$ cat config.mk
export PLATFORM = sky130hd
export DESIGN_NAME = zx_kbd_matrix
export DESIGN_NICKNAME = d
export VERILOG_FILES = /design/src/rtl/zx_kbd_pkg.sv /design/src/rtl/zx_kbd_decode.sv /design/src/rtl/zx_kbd_matrix.sv
export SDC_FILE = /design/constraint.sdc
export NUM_CORES = 1
export LEC_CHECK = 0
export ABC_AREA = 1
export CORE_MARGIN = 3
export CORE_UTILIZATION = 65
export CTS_BUF_LIST = sky130_fd_sc_hd__clkbuf_16
export CTS_CLUSTER_DIAMETER = 200
export DETAILED_ROUTE_END_ITERATION = 8
export PLACE_DENSITY = 0.86
export SETUP_SLACK_MARGIN = 0.1
export SLEW_MARGIN = 20
export SYNTH_ARGS = -nofsm -noshare
export SYNTH_HDL_FRONTEND = slang
export SYNTH_SLANG_ARGS = --single-unit
$ cat constraint.sdc
create_clock -name clk_sys -period 4.85 [get_ports clk_sys]
set_input_delay 0.485 -clock clk_sys [delete_from_list [all_inputs] [get_ports clk_sys]]
set_output_delay 0.485 -clock clk_sys [all_outputs]
set_load 0.01 [all_outputs]
$ cat src/rtl/zx_kbd_pkg.sv
// Shared constants and types for the ZX Spectrum keyboard matrix.
package zx_kbd_pkg;

    localparam int unsigned NumRows = 8;
    localparam int unsigned NumCols = 5;
    localparam int unsigned NumPos  = NumRows * NumCols;
    localparam int unsigned NumVk   = 6;

    // One bit per matrix position, index = row * NumCols + col.
    typedef logic [NumPos-1:0] zx_pos_t;

    // Virtual keys: PC keys that press SHIFT plus one other matrix key.
    typedef enum logic [2:0] {
        VkBksp,
        VkEsc,
        VkLeft,
        VkDown,
        VkUp,
        VkRight
    } zx_vk_e;

    localparam logic [1:0] ModShift = 2'd0;
    localparam logic [1:0] ModCtrl  = 2'd1;
    localparam logic [1:0] ModAlt   = 2'd2;

    localparam logic [7:0] ScLShift = 8'h12;
    localparam logic [7:0] ScRShift = 8'h59;
    localparam logic [7:0] ScCtrl   = 8'h14;
    localparam logic [7:0] ScAlt    = 8'h11;
    localparam logic [7:0] ScBksp   = 8'h66;
    localparam logic [7:0] ScEsc    = 8'h76;
    localparam logic [7:0] ScLeft   = 8'h6B;
    localparam logic [7:0] ScDown   = 8'h72;
    localparam logic [7:0] ScUp     = 8'h75;
    localparam logic [7:0] ScRight  = 8'h74;

    // Non-extended scancode -> {hit, row, col} for real matrix keys.
    function automatic logic [6:0] sc_lookup(logic [7:0] code);
        logic [6:0] r;
        case (code)
            ScLShift, ScRShift: r = {1'b1, 3'd0, 3'd0};
            8'h1A: r = {1'b1, 3'd0, 3'd1};  // Z
            8'h22: r = {1'b1, 3'd0, 3'd2};  // X
            8'h21: r = {1'b1, 3'd0, 3'd3};  // C
            8'h2A: r = {1'b1, 3'd0, 3'd4};  // V
            8'h1C: r = {1'b1, 3'd1, 3'd0};  // A
            8'h1B: r = {1'b1, 3'd1, 3'd1};  // S
            8'h23: r = {1'b1, 3'd1, 3'd2};  // D
            8'h2B: r = {1'b1, 3'd1, 3'd3};  // F
            8'h34: r = {1'b1, 3'd1, 3'd4};  // G
            8'h15: r = {1'b1, 3'd2, 3'd0};  // Q
            8'h1D: r = {1'b1, 3'd2, 3'd1};  // W
            8'h24: r = {1'b1, 3'd2, 3'd2};  // E
            8'h2D: r = {1'b1, 3'd2, 3'd3};  // R
            8'h2C: r = {1'b1, 3'd2, 3'd4};  // T
            8'h16: r = {1'b1, 3'd3, 3'd0};  // 1
            8'h1E: r = {1'b1, 3'd3, 3'd1};  // 2
            8'h26: r = {1'b1, 3'd3, 3'd2};  // 3
            8'h25: r = {1'b1, 3'd3, 3'd3};  // 4
            8'h2E: r = {1'b1, 3'd3, 3'd4};  // 5
            8'h45: r = {1'b1, 3'd4, 3'd0};  // 0
            8'h46: r = {1'b1, 3'd4, 3'd1};  // 9
            8'h3E: r = {1'b1, 3'd4, 3'd2};  // 8
            8'h3D: r = {1'b1, 3'd4, 3'd3};  // 7
            8'h36: r = {1'b1, 3'd4, 3'd4};  // 6
            8'h4D: r = {1'b1, 3'd5, 3'd0};  // P
            8'h44: r = {1'b1, 3'd5, 3'd1};  // O
            8'h43: r = {1'b1, 3'd5, 3'd2};  // I
            8'h3C: r = {1'b1, 3'd5, 3'd3};  // U
            8'h35: r = {1'b1, 3'd5, 3'd4};  // Y
            8'h5A: r = {1'b1, 3'd6, 3'd0};  // ENTER
            8'h4B: r = {1'b1, 3'd6, 3'd1};  // L
            8'h42: r = {1'b1, 3'd6, 3'd2};  // K
            8'h3B: r = {1'b1, 3'd6, 3'd3};  // J
            8'h33: r = {1'b1, 3'd6, 3'd4};  // H
            8'h29: r = {1'b1, 3'd7, 3'd0};  // SPACE
            8'h49: r = {1'b1, 3'd7, 3'd1};  // .
            8'h3A: r = {1'b1, 3'd7, 3'd2};  // M
            8'h31: r = {1'b1, 3'd7, 3'd3};  // N
            8'h32: r = {1'b1, 3'd7, 3'd4};  // B
            default: r = '0;
        endcase
        return r;
    endfunction

    // Matrix position of the non-shift half of each virtual key.
    function automatic logic [5:0] vk_pos(logic [2:0] vk);
        logic [5:0] p;
        case (vk)
            VkBksp:  p = 6'd20;  // 0
            VkEsc:   p = 6'd15;  // 1
            VkLeft:  p = 6'd19;  // 5
            VkDown:  p = 6'd24;  // 6
            VkUp:    p = 6'd23;  // 7
            VkRight: p = 6'd22;  // 8
            default: p = 6'd0;
        endcase
        return p;
    endfunction

endpackage

$ cat src/rtl/zx_kbd_decode.sv
// Combinational PS/2 scancode classifier: matrix key, virtual key, Fn key, modifier.
module zx_kbd_decode
    import zx_kbd_pkg::*;
(
    input  logic       ext_i,
    input  logic [7:0] scancode_i,
    output logic       valid_o,
    output logic [2:0] row_o,
    output logic [2:0] col_o,
    output logic       virt_o,
    output logic [2:0] vk_o,
    output logic       fn_valid_o,
    output logic [3:0] fn_idx_o,
    output logic       mod_valid_o,
    output logic [1:0] mod_idx_o
);

    logic [6:0] lut;

    // Classify the event; every output defaults to "not mapped".
    always_comb begin
        lut         = sc_lookup(scancode_i);
        valid_o     = 1'b0;
        row_o       = 3'd0;
        col_o       = 3'd0;
        virt_o      = 1'b0;
        vk_o        = VkBksp;
        fn_valid_o  = 1'b0;
        fn_idx_o    = 4'd0;
        mod_valid_o = 1'b0;
        mod_idx_o   = 2'd0;
        if (!ext_i) begin
            valid_o = lut[6];
            row_o   = lut[5:3];
            col_o   = lut[2:0];
            case (scancode_i)
                ScBksp: begin valid_o = 1'b1; virt_o = 1'b1; vk_o = VkBksp; end
                ScEsc:  begin valid_o = 1'b1; virt_o = 1'b1; vk_o = VkEsc;  end
                ScLShift, ScRShift: begin mod_valid_o = 1'b1; mod_idx_o = ModShift; end
                8'h05: fn_idx_o = 4'd1;
                8'h06: fn_idx_o = 4'd2;
                8'h04: fn_idx_o = 4'd3;
                8'h0C: fn_idx_o = 4'd4;
                8'h03: fn_idx_o = 4'd5;
                8'h0B: fn_idx_o = 4'd6;
                8'h83: fn_idx_o = 4'd7;
                8'h0A: fn_idx_o = 4'd8;
                8'h01: fn_idx_o = 4'd9;
                8'h09: fn_idx_o = 4'd10;
                8'h78: fn_idx_o = 4'd11;
                default: ;
            endcase
            fn_valid_o = (fn_idx_o != 4'd0);
        end else begin
            case (scancode_i)
                ScLeft:  begin valid_o = 1'b1; virt_o = 1'b1; vk_o = VkLeft;  end
                ScDown:  begin valid_o = 1'b1; virt_o = 1'b1; vk_o = VkDown;  end
                ScUp:    begin valid_o = 1'b1; virt_o = 1'b1; vk_o = VkUp;    end
                ScRight: begin valid_o = 1'b1; virt_o = 1'b1; vk_o = VkRight; end
                default: ;
            endcase
        end
        // Left and right ctrl/alt share a code; E0 marks the right-hand one.
        if (scancode_i == ScCtrl) begin
            mod_valid_o = 1'b1;
            mod_idx_o   = ModCtrl;
        end else if (scancode_i == ScAlt) begin
            mod_valid_o = 1'b1;
            mod_idx_o   = ModAlt;
        end
    end

endmodule

$ cat src/rtl/zx_kbd_matrix.sv
// PS/2 event stream to ZX Spectrum 8x5 keyboard matrix with minimum key hold time.
module zx_kbd_matrix
    import zx_kbd_pkg::*;
#(
    parameter int unsigned MIN_HOLD = 1_048_576
) (
    input  logic        clk_sys,
    input  logic        reset,
    input  logic [10:0] ps2_key,
    input  logic [15:0] addr,
    output logic [4:0]  key_data,
    output logic [11:1] Fn,
    output logic [2:0]  mod
);

    localparam int unsigned TimerW = $clog2(MIN_HOLD + 1);

    logic              tog_q, tog_d;
    logic              ev_q, ev_d;
    logic [9:0]        ev_key_q, ev_key_d;
    zx_pos_t           real_q, real_d;
    zx_pos_t           pend_real_q, pend_real_d;
    logic [NumVk-1:0]  virt_q, virt_d;
    logic [NumVk-1:0]  pend_virt_q, pend_virt_d;
    logic [TimerW-1:0] timer_q, timer_d;
    logic [11:1]       fn_q, fn_d;
    logic [2:0]        mod_q, mod_d;

    logic       dec_valid, dec_virt, dec_fn_valid, dec_mod_valid;
    logic [2:0] dec_row, dec_col, dec_vk;
    logic [3:0] dec_fn_idx;
    logic [1:0] dec_mod_idx;

    logic       press;
    logic       hold;
    logic [5:0] pos_idx;
    zx_pos_t    pos_oh;
    logic [NumVk-1:0] vk_oh;
    zx_pos_t    mat;
    logic [4:0] col_or;

    zx_kbd_decode u_decode (
        .ext_i       (ev_key_q[8]),
        .scancode_i  (ev_key_q[7:0]),
        .valid_o     (dec_valid),
        .row_o       (dec_row),
        .col_o       (dec_col),
        .virt_o      (dec_virt),
        .vk_o        (dec_vk),
        .fn_valid_o  (dec_fn_valid),
        .fn_idx_o    (dec_fn_idx),
        .mod_valid_o (dec_mod_valid),
        .mod_idx_o   (dec_mod_idx)
    );

    assign press   = ev_key_q[9];
    // A timer of 1 expires on this edge, and expiry is applied before the event.
    assign hold    = (timer_q > TimerW'(1));
    assign pos_idx = 6'(dec_row) * 6'd5 + 6'(dec_col);
    assign pos_oh  = zx_pos_t'(1) << pos_idx;
    assign vk_oh   = NumVk'(1) << dec_vk;

    // Next state: event capture, hold timer expiry, then the captured event.
    always_comb begin
        tog_d       = ps2_key[10];
        ev_d        = ps2_key[10] ^ tog_q;
        ev_key_d    = ps2_key[9:0];
        real_d      = real_q;
        virt_d      = virt_q;
        pend_real_d = pend_real_q;
        pend_virt_d = pend_virt_q;
        timer_d     = timer_q;
        fn_d        = fn_q;
        mod_d       = mod_q;

        if (timer_q != '0) begin
            timer_d = timer_q - TimerW'(1);
        end
        if (timer_q == TimerW'(1)) begin
            real_d      = real_d & ~pend_real_q;
            virt_d      = virt_d & ~pend_virt_q;
            pend_real_d = '0;
            pend_virt_d = '0;
        end

        if (ev_q) begin
            if (dec_valid) begin
                if (press) begin
                    timer_d = TimerW'(MIN_HOLD);
                    if (dec_virt) begin
                        virt_d      = virt_d | vk_oh;
                        pend_virt_d = pend_virt_d & ~vk_oh;
                    end else begin
                        real_d      = real_d | pos_oh;
                        pend_real_d = pend_real_d & ~pos_oh;
                    end
                end else if (hold) begin
                    if (dec_virt) pend_virt_d = pend_virt_d | vk_oh;
                    else          pend_real_d = pend_real_d | pos_oh;
                end else begin
                    if (dec_virt) virt_d = virt_d & ~vk_oh;
                    else          real_d = real_d & ~pos_oh;
                end
            end
            for (int i = 1; i <= 11; i++) begin
                if (dec_fn_valid && dec_fn_idx == 4'(i)) fn_d[i] = press;
            end
            if (dec_mod_valid) mod_d[dec_mod_idx] = press;
        end
    end

    // State registers with synchronous reset.
    always_ff @(posedge clk_sys) begin
        if (reset) begin
            tog_q       <= ps2_key[10];
            ev_q        <= 1'b0;
            ev_key_q    <= '0;
            real_q      <= '0;
            virt_q      <= '0;
            pend_real_q <= '0;
            pend_virt_q <= '0;
            timer_q     <= '0;
            fn_q        <= '0;
            mod_q       <= '0;
        end else begin
            tog_q       <= tog_d;
            ev_q        <= ev_d;
            ev_key_q    <= ev_key_d;
            real_q      <= real_d;
            virt_q      <= virt_d;
            pend_real_q <= pend_real_d;
            pend_virt_q <= pend_virt_d;
            timer_q     <= timer_d;
            fn_q        <= fn_d;
            mod_q       <= mod_d;
        end
    end

    // Visible matrix: real keys, virtual keys' own positions, and SHIFT for any virtual key.
    always_comb begin
        mat = real_q;
        for (int i = 0; i < NumVk; i++) begin
            if (virt_q[i]) mat[vk_pos(3'(i))] = 1'b1;
        end
        if (|virt_q) mat[0] = 1'b1;
    end

    // Column read-out: OR of every row whose select line is low, inverted.
    always_comb begin
        col_or = '0;
        for (int r = 0; r < NumRows; r++) begin
            if (!addr[8+r]) col_or = col_or | mat[r*NumCols +: NumCols];
        end
        key_data = ~col_or;
    end

    assign Fn  = fn_q;
    assign mod = mod_q;

endmodule

# After elaboration in Yosys (flattened, before gate mapping)
# Memory sizes are Yosys's and may differ from the RTL's. A register that Yosys moved wholly into a read port is not among the register bits.
# Cells that the tools add are included.
[op_classes] n_addsub=2 n_bitwise=29 n_reduce_logical=36 n_eq_ne=33 order_cmp=15 mul=1 n_mux=90 shift=2
[op_table] cell="2-to-1 mux 40 bit" count=20
[op_table] cell="bitwise OR 40 bit" count=8
[op_table] cell="bitwise AND 40 bit" count=3
[op_table] cell="2-to-1 mux 6 bit" count=20
[op_table] cell="2-to-1 mux 21 bit" count=4
[op_table] cell="inverter 40 bit" count=2
[op_table] cell="equality test 8 x 7 -> 1 bit, second input constant" count=8
[op_table] cell="one-hot mux 4 bit (11 select lines)" count=1
[op_table] cell="< comparator 6 x 7 -> 1 bit, second input constant" count=6
[op_table] cell="2-to-1 mux 5 bit" count=8
[op_table] cell="<< shifter 1 x 6 -> 40 bit, first input constant" count=1
[op_table] cell="demux 1 bit (select 6 bit)" count=6
[op_table] cell=">= comparator 6 x 1 -> 1 bit, second input constant" count=6
[op_table] cell="bitwise OR 5 bit" count=7
[op_table] cell="equality test 8 x 4 -> 1 bit, second input constant" count=4
[op_table] cell="equality test 8 x 3 -> 1 bit, second input constant" count=3
[op_table] cell="equality test 8 x 5 -> 1 bit, second input constant" count=3
[op_table] cell="AND reduction 2 bit" count=12
[op_table] cell="equality test 21 x 1 -> 1 bit, second input constant" count=1
[op_table] cell="> comparator 21 x 1 -> 1 bit, second input constant" count=1
[op_table] cell="nonzero test 21 bit" count=1
[op_table] cell="subtractor 21 x 1 -> 21 bit, second input constant" count=1
[op_table] cell="2-to-1 mux 1 bit" count=19
[op_table] cell="bitwise AND 6 bit" count=3
[op_table] cell="other kinds (28)" count=60
[totals] n_memories=1 inputBits=29 elab_cells=229 romBits=896 reg_bits=139 output_inout_bits=19
[memory_table] memory="(name not given)" words=128 word_bits=7 rd=1 rd_ports_with_merged_regs=1 write_ports=0 line_no="zx_kbd_pkg.sv:40" source="case (code)"

# Longest topological paths before layout
[logic_depth] ltp_word=34 mapped_depth=18 depth_no_buf=16

# Modules after synthesis
# From an unflattened synthesis, not the netlist that was laid out.
[hier_totals] cells_unflattened=1260 hier_area_um2=8165.3
[modules_own_cells] module="zx_kbd_matrix" instances=1 cells_per_inst=1069 seq_area_each_um2=2782.7 area_per_inst_um2=7216.9
[modules_own_cells] module="zx_kbd_decode" instances=1 cells_per_inst=191 seq_area_each_um2=0.0 area_per_inst_um2=948.4

# Least setup slack after synthesis
# OpenSTA, ideal clock, no wires.
[synth_path] kind="flip-flop to flip-flop" startpoint="register ev_key_q[8]" endpoint="register pend_real_q[13]" t_arrival_ns=2.944 n_path_buf=1 stages_incl_launch_ff=13 setup_ns=0.114 synth_period_minus_slack_ns=3.057 t_required_ns=4.736 slack_ns=1.793 path_cell_list="dfxtp_1 -> clkbuf_1 -> nor2_1 -> ha_1 -> ha_1 -> fa_1 -> a21oi_1 -> nand2_2 -> nor2_1 -> nand4_1 -> or2_0 -> nand2_1 -> nor2_1"
[synth_between] elab_chain_cells=10 elab_cells_between_ends=16 classes_between="add/sub: 1; mul: 1; shift: 1; mux: 10; bitwise: 3"
[synth_lines] item="from (decl)" line_no="zx_kbd_matrix.sv:20" source="logic [9:0] ev_key_q, ev_key_d;"
[synth_lines] item="from (signal assigned)" line_no="zx_kbd_matrix.sv:128" source="ev_key_q <= ev_key_d;"
[synth_lines] item="2-to-1 mux 3 bit" line_no="zx_kbd_decode.sv:32" source="if (!ext_i) begin"
[synth_lines] item="multiplier 3 x 3 -> 6 bit" line_no="zx_kbd_matrix.sv:59" source="assign pos_idx = 6'(dec_row) * 6'd5 + 6'(dec_col);"
[synth_lines] item="adder 6 x 3 -> 6 bit" line_no="zx_kbd_matrix.sv:59"
[synth_lines] item="<< shifter 1 x 6 -> 40 bit" line_no="zx_kbd_matrix.sv:60" source="assign pos_oh = zx_pos_t'(1) << pos_idx;"
[synth_lines] item="bitwise OR 40 bit / inverter 40 bit (equally long branches)" line_no="zx_kbd_matrix.sv:99, zx_kbd_matrix.sv:95"
[synth_lines] item="2-to-1 mux 40 bit / bitwise AND 40 bit (equally long branches)" line_no="zx_kbd_matrix.sv:98, zx_kbd_matrix.sv:95"
[synth_lines] item="2-to-1 mux 40 bit, on equally long branches" line_no="zx_kbd_matrix.sv:97, zx_kbd_matrix.sv:90"
[synth_lines] item="2-to-1 mux 40 bit" line_no="zx_kbd_matrix.sv:88" source="if (press) begin"
[synth_lines] item="2-to-1 mux 40 bit *" line_no="zx_kbd_matrix.sv:87" source="if (dec_valid) begin"
[synth_lines] item="2-to-1 mux 40 bit *" line_no="zx_kbd_matrix.sv:86" source="if (ev_q) begin"
[synth_lines] item="to (signal assigned)" line_no="zx_kbd_matrix.sv:131" source="pend_real_q <= pend_real_d;"
[synth_lines] item="to (decl)" line_no="zx_kbd_matrix.sv:22" source="zx_pos_t pend_real_q, pend_real_d;"
# Every way passes the cells marked *; elsewhere a longest branch is shown, timed or not.
# A chain may end at the register's enable or synchronous reset.

# Final worst setup path
[layout_path] startpoint="register ev_key_q[8]" endpoint="register pend_real_q[25]"
# The elaborated chain is that of the path after synthesis.

==> metrics list <==
- The run finished with clean final reports.
- Post-synthesis sequential area ratio: 35.4%
- Final-report max-slew violation count: 0
- Counting every net in the synthesized netlist gives 1311.
* Clock-pin slew on the worst setup and hold paths: 0.06 ns
* H-tree level count: 4
- Entering global routing, the biggest net connects 62 pins.
* Storage cell area: 0.00292 mm2
- P_int: 2270 uW
- After synthesis the netlist holds a flip-flop and latch count of 146.
- For this block, the initial DRC count from the detailed router was 929.
- Floorplan die area: 0.0141 mm2
- Worst-Skew Late Latency: 0.42 ns
* Final worst-path cycle share: 76.6%
- Reported max-cap violation count: 0
- DR vias: 8312
- From left edge to right edge, the die measures 119 um.
* Worst hold stages: 2
- Number of enable flip-flop cells after synthesis: 0
* Buffer cell driving the clock tree root: clkbuf_16
- Routability congestion estimate from global placement: 0.954
- Part of the power in registers: 38.2%
- FF-to-FF path depth: 13
- The worst setup path is launched from a flip-flop.
* Initial antenna violation count: 0
* HPWL after DPL: 14600 um
- PortBufs: 39
* Post-CTS Setup Inserts: 0
- Number of iterations in the first detailed-routing pass: 6
* Commonest cells after routing, fill and taps aside: nand2_1 (327), nor2_1 (197), dfxtp_1 (146), a21oi_1 (136), inv_1 (102)
* Power per standard cell area: 393 mW/mm2
- Setup clock skew after layout: 0.0100 ns
- Slew at the pin closest to its max-slew limit: 0.820 ns
- Cells with a size suffix above 1 make up 6.27% of the layout.
- For this design the static power due to leakage is 0.00373 uW.
- Number of hold-repair buffers added at the cts stage: 0
* Rows: 40
* Growth of design area from synthesis to finish: 10.6%
- The multi-input combinational cells in the finished layout cover a total of 0.00468 mm2.
* Final sum of negative setup slack: 0 ns
- In the synthesized netlist the dominant register cell turns out to be dfxtp_1.
* Total Wirelength: 21300 um
- Global routing used 30.5% of the available tracks.
- Slew margin rel.: 45.4%
- Clock group share of total power: 31.7%
- Dividing the detail-routed wire length by the instance count gives 14.6 um.
* DRT antenna net count: 0
* CTS max path bufs: 2
* Floorplan core area: 0.0122 mm2
- Final Hold Fails: 0
- IR analysis of the VDD net gives a maximum drop of 0.247 mV.
- In the final design database the tool counted 1325 nets.
- Unique cell type count in the Yosys netlist: 44
* IO Pins: 48
- Wire length of the first global-routing pass: 35800 um
- The number of global-route vias before repair came to 7797.
- For this design the total switching power over the nets is 1320 uW.
- After detailed placement, the total cell area comes to 0.00863 mm2.
* Number of sinks on the clock net: 146
* Post-synthesis instance area: 0.00826 mm2
- The average instance in the mapped netlist occupies 6.53 um2.
- Total clock buffers created by CTS: 17
- Critical Path Fanout Max: 18
* Post-route insts no fill: 1460
- TritonCTS clock tree: done
- The min-delay analysis places its worst path in the category in -> reg.
- The number of placed instances, taps included, is 1428.
* FMAX: 0.269 GHz
* Critical Path AT: 4.02 ns
* Filler instances: 1061
* Post-Route Utilization: 74.8%
- STA classifies the critical path endpoint as a flip-flop.
* Sw Ratio: 36.7%
* Die Y-Extent: 119 um
- Data required, critical path: 5.16 ns
* Final critical delay including setup and external delays: 3.71 ns
* Worst Path Class, Setup: reg -> reg
* Count of antenna diodes in the layout: 0
- Effective utilization at floorplan: 67.6%
* Routed vias/inst: 5.69
- After detailed routing, the number of remaining DRC violations is 0.
- Commonest non-fill, non-tap cell in the layout: nand2_1
- Logic gate share of total power: 30.2%
- Summed over all layers, the global routing overflow is 0.
* Share of flip-flops with an asynchronous set or reset after synthesis: 0%
* Count of synthesis-stage warnings from yosys: 0
* Setup violation total in the final timing report: 0
* Resize count post-CTS: 0
- Summing all non-filler instances in the final layout gives an area of 0.00914 mm2.
- RSZ-0062 raised after global routing: false
* Synth Instances: 1265
==> sequential cells by signal, summed over array words and instances, names as in the netlist, named ones only <==
signal / flops
Fn: 11
mod: 3
timer_q: 21
virt_q: 6
pend_real_q: 40
real_q: 40
pend_virt_q: 6
tog_q: 1
ev_q: 1
ev_key_q: 10
==> power groups by stage <==
stage	clock (uW)	sequential [uW]	combinational, uW
global placement	0	1390	1040
floorplan	0	1370	856
global route	1180	1380	1240
CTS	1130	1370	1070
detailed placement	0	1390	1060
finish	1140	1370	1080
==> per-layer routing <==
layer,vias to the layer above,global-route usage (%),part of all wire (%)
met2,348,50.5,47
met3,37,6.22,8.3
met4,0,10.6,1.7
li1,4171,-,-
met1,3756,39.7,43
met5,-,0,0
==> per-stage QoR <==
stage	hold WS (ns)	worst slack, ns	total power [uW]
2_1_floorplan	0.436	1.79	2230
3_3_place_gp	0.448	1.39	2430
3_5_place_dp	0.454	1.28	2460
4_1_cts	0.404	1.25	3580
5_1_grt	0.418	0.920	3800
6_report	0.419	1.14	3590
==> final cells by class <==
type	count	share of cell area [%]
Clock inverter	15	0.863
Clock buffer	17	4.66
Timing Repair Buffer	42	4.47
Inverter	110	4.52
Tap cell	168	2.30
Sequential cell	146	32.0
Multi-Input combinational cell	962	51.2
==> synth_stat cells (4+ instances only) <==
library cell	number	area, um2
nor3_1	14	70.1
nand3b_1	6	45.0
nor2_2	15	93.8
o211ai_1	7	52.6
o21ai_0	56	280
buf_2	5	25.0
nand3_1	56	280
or2_1	8	50.1
a21boi_1	5	37.5
nor4_1	4	25.0
nand4_1	25	156
a211oi_1	4	30.0
a21boi_0	11	82.6
ha_1	16	200
nor2_4	4	45.0
nand2_1	327	1230
inv_2	9	33.8
clkbuf_1	23	86.3
nand2_2	11	68.8
a21oi_1	136	681
dfxtp_1	146	2920
or2_0	9	56.3
a22oi_1	5	37.5
nor2_1	197	739
buf_4	9	67.6
buf_6	4	45.0
o22ai_1	13	81.3
inv_1	100	375
buf_1	6	22.5
xor2_1	8	70.1
==> final timing paths <==
path | slack, ns | end | start
setup reg to reg | 1.14 | pend_real_q[25] | ev_key_q[8]
hold reg to reg | 0.46 | pend_real_q[22] | pend_real_q[22]
setup / recovery | 1.14 | pend_real_q[25] | ev_key_q[8]
hold / removal | 0.42 | ev_q | reset
==> logic make-up after synthesis <==
family / share of synthesized area (%)
simple gates: 36.6
compound gates: 16.1
flops: 35.4
fa+ha+maj: 2.67
buf+inv: 7.98
xor+xnor: 1.26
==> critical path: stages, from the launching register on <==
cell and delay [ns]:
dfxtp_1 0.70, nor2_1 0.16, ha_1 0.25, ha_1 0.30, ha_1 0.36, a21oi_1 0.21
nand2_1 0.07, nand2_1 0.07, nand2_2 0.24, inv_1 0.56, nand4_1 0.25, or2_1 0.29
nand2_1 0.08, nor2_1 0.06
No activity file was read; power rests on OpenSTA's default activity.
